**src/rtl/multicycle_ctrl.sv**
```systemverilog
// ============================================================================
// multicycle_ctrl
//   Multi-cycle control FSM for a MIPS-subset datapath. Each instruction moves
//   through FETCH -> DECODE -> EXEC -> MEM -> WB, skipping the phases it does
//   not need. The FSM drives every datapath strobe and select, plus the
//   imem/dmem request handshakes. It counts retired instructions and traps on
//   an illegal instruction or on a memory acknowledge that never arrives.
//
// Parameters
//   CNT_W       width of the retired-instruction counter (wraps to 0)
//   TIMEOUT     max cycles spent waiting for an ack before trapping; 0 = never
//
// Ports
//   clk         clock, rising edge
//   rst_n       synchronous active-low reset
//   opcode      IR[31:26]
//   funct       IR[5:0]
//   zero        ALU zero flag, used by beq
//   imem_ack    instruction word valid this cycle
//   dmem_ack    data access complete this cycle
//   imem_req    instruction fetch request
//   dmem_req    data memory request
//   dmem_we     data memory write (sw)
//   ir_we       latch the instruction register
//   pc_we       update the PC
//   pc_src      PC source: 0 pc+4, 1 branch target, 2 jump target, 3 rs
//   rf_we       register file write
//   reg_dst     destination register: 0 rt, 1 rd
//   alu_src     ALU operand B: 0 rt, 1 sign-extended immediate
//   alu_op      0 add, 1 sub, 2 and, 3 or, 4 slt, 5 sll
//   mem_to_reg  write-back source: 0 ALU result, 1 load data
//   state       current FSM state
//   trap_cause  0 none, 1 illegal, 2 imem timeout, 3 dmem timeout
//   instret     retired-instruction count
// ============================================================================
module multicycle_ctrl #(
    parameter int CNT_W   = 32,
    parameter int TIMEOUT = 16
) (
    input  logic             clk,
    input  logic             rst_n,
    input  logic [5:0]       opcode,
    input  logic [5:0]       funct,
    input  logic             zero,
    input  logic             imem_ack,
    input  logic             dmem_ack,
    output logic             imem_req,
    output logic             dmem_req,
    output logic             dmem_we,
    output logic             ir_we,
    output logic             pc_we,
    output logic [1:0]       pc_src,
    output logic             rf_we,
    output logic             reg_dst,
    output logic             alu_src,
    output logic [2:0]       alu_op,
    output logic             mem_to_reg,
    output logic [2:0]       state,
    output logic [1:0]       trap_cause,
    output logic [CNT_W-1:0] instret
);

    typedef enum logic [2:0] {
        S_FETCH  = 3'd0,
        S_DECODE = 3'd1,
        S_EXEC   = 3'd2,
        S_MEM    = 3'd3,
        S_WB     = 3'd4,
        S_TRAP   = 3'd5
    } state_e;

    // Opcodes
    localparam logic [5:0] OP_RTYPE = 6'h00;
    localparam logic [5:0] OP_J     = 6'h02;
    localparam logic [5:0] OP_BEQ   = 6'h04;
    localparam logic [5:0] OP_ADDI  = 6'h08;
    localparam logic [5:0] OP_LW    = 6'h23;
    localparam logic [5:0] OP_SW    = 6'h2b;

    // R-type function codes
    localparam logic [5:0] FN_SLL = 6'h00;
    localparam logic [5:0] FN_JR  = 6'h08;
    localparam logic [5:0] FN_ADD = 6'h20;
    localparam logic [5:0] FN_SUB = 6'h22;
    localparam logic [5:0] FN_AND = 6'h24;
    localparam logic [5:0] FN_OR  = 6'h25;
    localparam logic [5:0] FN_SLT = 6'h2a;

    // ALU operations
    localparam logic [2:0] ALU_ADD = 3'd0;
    localparam logic [2:0] ALU_SUB = 3'd1;
    localparam logic [2:0] ALU_AND = 3'd2;
    localparam logic [2:0] ALU_OR  = 3'd3;
    localparam logic [2:0] ALU_SLT = 3'd4;
    localparam logic [2:0] ALU_SLL = 3'd5;

    // Trap causes
    localparam logic [1:0] CAUSE_NONE    = 2'd0;
    localparam logic [1:0] CAUSE_ILLEGAL = 2'd1;
    localparam logic [1:0] CAUSE_IMEM_TO = 2'd2;
    localparam logic [1:0] CAUSE_DMEM_TO = 2'd3;

    // The wait counter only has to reach TIMEOUT-1.
    localparam int              WAIT_W     = (TIMEOUT > 2) ? $clog2(TIMEOUT) : 1;
    localparam bit              TIMEOUT_EN = (TIMEOUT != 0);
    localparam logic [WAIT_W-1:0] WAIT_LAST = WAIT_W'((TIMEOUT > 0) ? TIMEOUT - 1 : 0);

    state_e             state_q,      state_d;
    logic [CNT_W-1:0]   instret_q,    instret_d;
    logic [1:0]         trap_cause_q, trap_cause_d;
    logic [WAIT_W-1:0]  wait_cnt_q,   wait_cnt_d;

    // ------------------------------------------------------------------
    // Instruction decode (IR is stable from DECODE onwards)
    // ------------------------------------------------------------------
    logic is_rtype, is_j, is_jr, is_beq, is_addi, is_lw, is_sw;
    logic rtype_ok, legal;

    assign is_rtype = (opcode == OP_RTYPE);
    assign is_j     = (opcode == OP_J);
    assign is_jr    = is_rtype && (funct == FN_JR);
    assign is_beq   = (opcode == OP_BEQ);
    assign is_addi  = (opcode == OP_ADDI);
    assign is_lw    = (opcode == OP_LW);
    assign is_sw    = (opcode == OP_SW);

    assign rtype_ok = (funct == FN_ADD) || (funct == FN_SUB) || (funct == FN_AND) ||
                      (funct == FN_OR)  || (funct == FN_SLT) || (funct == FN_SLL) ||
                      (funct == FN_JR);
    assign legal    = is_rtype ? rtype_ok
                               : (is_j || is_beq || is_addi || is_lw || is_sw);

    function automatic logic [2:0] funct_to_alu(input logic [5:0] fn);
        case (fn)
            FN_SUB:  return ALU_SUB;
            FN_AND:  return ALU_AND;
            FN_OR:   return ALU_OR;
            FN_SLT:  return ALU_SLT;
            FN_SLL:  return ALU_SLL;
            default: return ALU_ADD;
        endcase
    endfunction

    // ------------------------------------------------------------------
    // Next-state and output logic
    // ------------------------------------------------------------------
    always_comb begin
        // NOTE: every signal written here gets a default first, so no path
        // leaves one unassigned and no latch is inferred.
        state_d      = state_q;
        instret_d    = instret_q;
        trap_cause_d = trap_cause_q;
        wait_cnt_d   = '0;          // clears on any ack or state change
        imem_req     = 1'b0;
        dmem_req     = 1'b0;
        dmem_we      = 1'b0;
        ir_we        = 1'b0;
        pc_we        = 1'b0;
        pc_src       = 2'd0;
        rf_we        = 1'b0;
        reg_dst      = 1'b0;
        alu_src      = 1'b0;
        alu_op       = ALU_ADD;
        mem_to_reg   = 1'b0;

        case (state_q)
            S_FETCH: begin
                imem_req = 1'b1;
                if (imem_ack) begin
                    ir_we   = 1'b1;
                    pc_we   = 1'b1;
                    state_d = S_DECODE;
                end else if (TIMEOUT_EN && (wait_cnt_q == WAIT_LAST)) begin
                    state_d      = S_TRAP;
                    trap_cause_d = CAUSE_IMEM_TO;
                end else begin
                    wait_cnt_d = wait_cnt_q + 1'b1;
                end
            end

            S_DECODE: begin
                if (!legal) begin
                    state_d      = S_TRAP;
                    trap_cause_d = CAUSE_ILLEGAL;
                end else if (is_j) begin
                    pc_we     = 1'b1;
                    pc_src    = 2'd2;
                    instret_d = instret_q + 1'b1;
                    state_d   = S_FETCH;
                end else if (is_jr) begin
                    pc_we     = 1'b1;
                    pc_src    = 2'd3;
                    instret_d = instret_q + 1'b1;
                    state_d   = S_FETCH;
                end else begin
                    state_d = S_EXEC;
                end
            end

            S_EXEC: begin
                alu_src = is_lw || is_sw || is_addi;
                if (is_rtype) begin
                    alu_op = funct_to_alu(funct);
                end else if (is_beq) begin
                    alu_op = ALU_SUB;
                end
                if (is_beq) begin
                    // The branch retires here whether or not it is taken.
                    pc_we     = zero;
                    pc_src    = 2'd1;
                    instret_d = instret_q + 1'b1;
                    state_d   = S_FETCH;
                end else if (is_lw || is_sw) begin
                    state_d = S_MEM;
                end else begin
                    state_d = S_WB;
                end
            end

            S_MEM: begin
                // Address operands stay on the ALU for the whole access.
                dmem_req = 1'b1;
                dmem_we  = is_sw;
                alu_src  = 1'b1;
                alu_op   = ALU_ADD;
                if (dmem_ack) begin
                    if (is_sw) begin
                        instret_d = instret_q + 1'b1;
                        state_d   = S_FETCH;
                    end else begin
                        state_d = S_WB;
                    end
                end else if (TIMEOUT_EN && (wait_cnt_q == WAIT_LAST)) begin
                    state_d      = S_TRAP;
                    trap_cause_d = CAUSE_DMEM_TO;
                end else begin
                    wait_cnt_d = wait_cnt_q + 1'b1;
                end
            end

            S_WB: begin
                rf_we      = 1'b1;
                reg_dst    = is_rtype;
                mem_to_reg = is_lw;
                instret_d  = instret_q + 1'b1;
                state_d    = S_FETCH;
            end

            S_TRAP: begin
                // Parked until reset; all strobes stay at their defaults.
            end

            default: begin
                state_d = S_FETCH;
            end
        endcase

        // Reset drops any outstanding request immediately, not at the edge.
        if (!rst_n) begin
            imem_req   = 1'b0;
            dmem_req   = 1'b0;
            dmem_we    = 1'b0;
            ir_we      = 1'b0;
            pc_we      = 1'b0;
            pc_src     = 2'd0;
            rf_we      = 1'b0;
            reg_dst    = 1'b0;
            alu_src    = 1'b0;
            alu_op     = ALU_ADD;
            mem_to_reg = 1'b0;
        end
    end

    // ------------------------------------------------------------------
    // State registers
    // ------------------------------------------------------------------
    always_ff @(posedge clk) begin
        // NOTE: sequential state uses non-blocking assignments so every
        // register samples the pre-edge values of the others.
        if (!rst_n) begin
            state_q      <= S_FETCH;
            instret_q    <= '0;
            trap_cause_q <= CAUSE_NONE;
            wait_cnt_q   <= '0;
        end else begin
            state_q      <= state_d;
            instret_q    <= instret_d;
            trap_cause_q <= trap_cause_d;
            wait_cnt_q   <= wait_cnt_d;
        end
    end

    assign state      = state_q;
    assign trap_cause = trap_cause_q;
    assign instret    = instret_q;

endmodule

```
**config.mk**
```make
export PLATFORM = sky130hd
export DESIGN_NAME = multicycle_ctrl
export DESIGN_NICKNAME = d
export VERILOG_FILES = /design/src/rtl/multicycle_ctrl.sv
export SDC_FILE = /design/constraint.sdc
export NUM_CORES = 1
export LEC_CHECK = 0
export BUFFER_PORTS_ARGS = -buffer_cell sky130_fd_sc_hd__buf_2
export CAP_MARGIN = 20
export CORE_MARGIN = 3
export CORE_UTILIZATION = 50
export DETAILED_ROUTE_END_ITERATION = 10
export PLACE_DENSITY = 0.76
export SLEW_MARGIN = 20
export SYNTH_ARGS = -nofsm -noshare
export SYNTH_HDL_FRONTEND = slang
export SYNTH_SLANG_ARGS = --single-unit
```
**constraint.sdc**
```tcl
create_clock -name clk -period 6.5 [get_ports clk]
set_input_delay 1.625 -clock clk [delete_from_list [all_inputs] [get_ports clk]]
set_output_delay 1.625 -clock clk [all_outputs]
set_load 0.005 [all_outputs]
```
==> qor.yml <==
ys.flop_type: "dfxtp_1"
diodes: 0
hold_viol_final: 0
synth_warnings: 0
worstSetupEndpointType: "output port"
period_needed_ns: 5.22
synthCells: 339
vias: 2868
power_leakage_uw: 0.00117
crit_path_max_fanout: 7
nets: 414
yosysTopAreaCellShare_pct: 30.4
dp_hpwl_microns: 5010
grt_pass1_vias: 2503
final_cell_mix: "67 x buf_2, 41 x dfxtp_1, 38 x nand2_1"
die_area_sq_um: 6310
p_clk_share_pct: 36.5
cts_resized: 0
grt_max_degree: 50
maxCapViolations: 0
drv_slew: 0
drive_above_1_share_pct: 23.2
worst_slew_pin_slew_ns: 1.00
overflow: 0
design_area_sq_um: 3180
drcViolationCount: 0
fmax_mhz: 192
synth_cell_types: 53
r2r_slack_ns: 4.03
tns_ns: 0
dpl_cell_area_sq_um: 3070
arrival_ns: 3.59
period_share_pct: 80.3
syn_area_per_cell_sq_um: 7.96
ctsHoldBuffers: 0
switching_power_uw: 164
multi_input_area_sq_um: 1770
setup_viol_count_final: 0
path_clk_slew_ns: 0.07
fin_total_pwr_uw: 579
first_iter_violations: 242
p_sw_share_pct: 28.3
rsz0062_at_grt: "false"
dieWidth_microns: 79.5
via_per_inst: 6.15
crit_type: "input pin to output port"
power_frac_seq_pct: 45.9
h-tree-depth: 2
firstDrtPassIters: 5
clk_path_buf_depth: 2
grt_usage_pct: 22.5
layout_commonest_cell: "buf_2"
synth_largest_area_cell: "dfxtp_1"
synth_fp_nets: 358
core_sq_um: 5170
wl_per_cell_microns: 15.0
clock-root-buffer: "clkbuf_8"
antenna_found_initial: 0
start_util_pct: 52.2
syn_area_sq_um: 2700
syn_to_final_growth_pct: 18.0
insertion_delay_ns: 0.29
synthArstFlopShare_pct: 0
gp_congestion: 0.922
status: "complete, no violations"
port_buffers: 67
cellPowerDensity_nw_per_um2: 182
wirelength_microns: 6970
final_cells: 466
grt_pass1_wl_microns: 11800
maxSlewHeadroom_pct: 33.2
p_int_uw: 415
worst_setup_path_start_kind: "input pin"
tritoncts: "yes"
ys_ff_latch: 41
clock-sinks: 41
ant_nets: 0
cp.required_ns: 4.88
ir_drop_v: 0.000118
combPwrFrac_pct: 17.6
synth_area_leaders: "dfxtp_1 30%, nand2_1 5.3%, nand2b_1 4.6%"
dp_cells: 458
hold_path_class: "register to register"
cts_buffers: 5
seqCellArea_sq_um: 821
die_y_microns: 79.5
skew_ns: 0.00512
num_rows: 26
postCtsSetupBuffers: 0
synth_seq_area_share_pct: 30.4
ios: 68
synth_edf_count: 0
fillers: 496
power groups by stage:
stage | registers, uW | clock network, uW | logic [uW]
final | 266 | 211 | 102
after CTS | 266 | 216 | 101
after global placement | 272 | 0 | 99.4
after floorplan | 267 | 0 | 73.8
after detailed placement | 272 | 0 | 101
after global routing | 268 | 227 | 114
metal layers:
metal,share of wire [%],global-route usage (%),vias up
li1,-,-,1415
met1,47,32.0,1354
met2,47,36.1,92
met3,4.9,2.82,7
met4,1.2,5.15,0
met5,0,0,-
state kept, by name, indices dropped and copies added (netlist names):
register / cells
state: 3
trap_cause: 2
wait_cnt_q: 4
instret: 32
cell usage after synthesis (2+ instances only):
| library cell | n |
|---|---|
| nor2_1 | 14 |
| ha_1 | 2 |
| a31oi_1 | 3 |
| nand2b_1 | 20 |
| o31ai_1 | 12 |
| and2_1 | 2 |
| o22ai_1 | 3 |
| buf_2 | 5 |
| inv_1 | 7 |
| xnor2_1 | 2 |
| nor3_1 | 17 |
| or2_2 | 4 |
| nand2_1 | 38 |
| o31a_1 | 3 |
| nor4_1 | 6 |
| mux2i_1 | 12 |
| o41ai_1 | 9 |
| nor4_2 | 5 |
| or4_1 | 13 |
| nand4_1 | 11 |
| xor2_1 | 2 |
| nor4b_2 | 2 |
| a21oi_1 | 16 |
| o2bb2ai_1 | 2 |
| and4_1 | 3 |
| o21a_1 | 3 |
| nor3b_1 | 3 |
| nor2b_1 | 3 |
| o21ai_0 | 6 |
| nand3_1 | 17 |
| and3_1 | 6 |
| or3_1 | 5 |
| o311ai_0 | 8 |
| clkbuf_1 | 16 |
| dfxtp_1 | 41 |
through the flow:
stage / hold slack (ns) / util, % / setup WS [ns]
global route: 0.483 / 61.6 / 1.20
finish: 0.460 / 61.6 / 1.28
detailed placement: 0.457 / 59.3 / 1.30
global placement: 0.444 / 59.3 / 1.32
floorplan: 0.431 / - / 1.71
CTS: 0.468 / 61.6 / 1.30
layout make-up:
type	instances	area share [%]
clock inverter	1	0.943
inverter	7	0.825
multi-input combinational	269	55.5
tap	70	2.75
sequential	41	25.8
timing repair buffer	71	11.5
clock buffer	7	2.71
worst paths after layout:
kind                        end  cells after the start     startpoint
setup / recovery          pc_we                      6      opcode[0]
hold / removal    trap_cause[0]                      2  trap_cause[0]
hold reg to reg   trap_cause[0]                      2  trap_cause[0]
setup reg to reg    instret[28]                      5     instret[2]
critical path, cell delays in order:
cell	delay (ns)
buf_2	0.13
or4_1	0.67
or4_1	0.57
o21ai_1	0.34
o31ai_1	0.12
buf_2	0.14
cells by family after synthesis:
group                      count (synthesis)  synth area share (%)
and+or+nand+nor                          174                  37.0
AOI/OAI and AO/OA                         76                  21.0
DFF                                       41                  30.4
buffers and inverters                     29                  4.55
muxes                                     12                  4.45
xor gates and xnor gates                   4                  1.30
adders and majority gates                  3                  1.30
(Power assumes the default switching activity.)
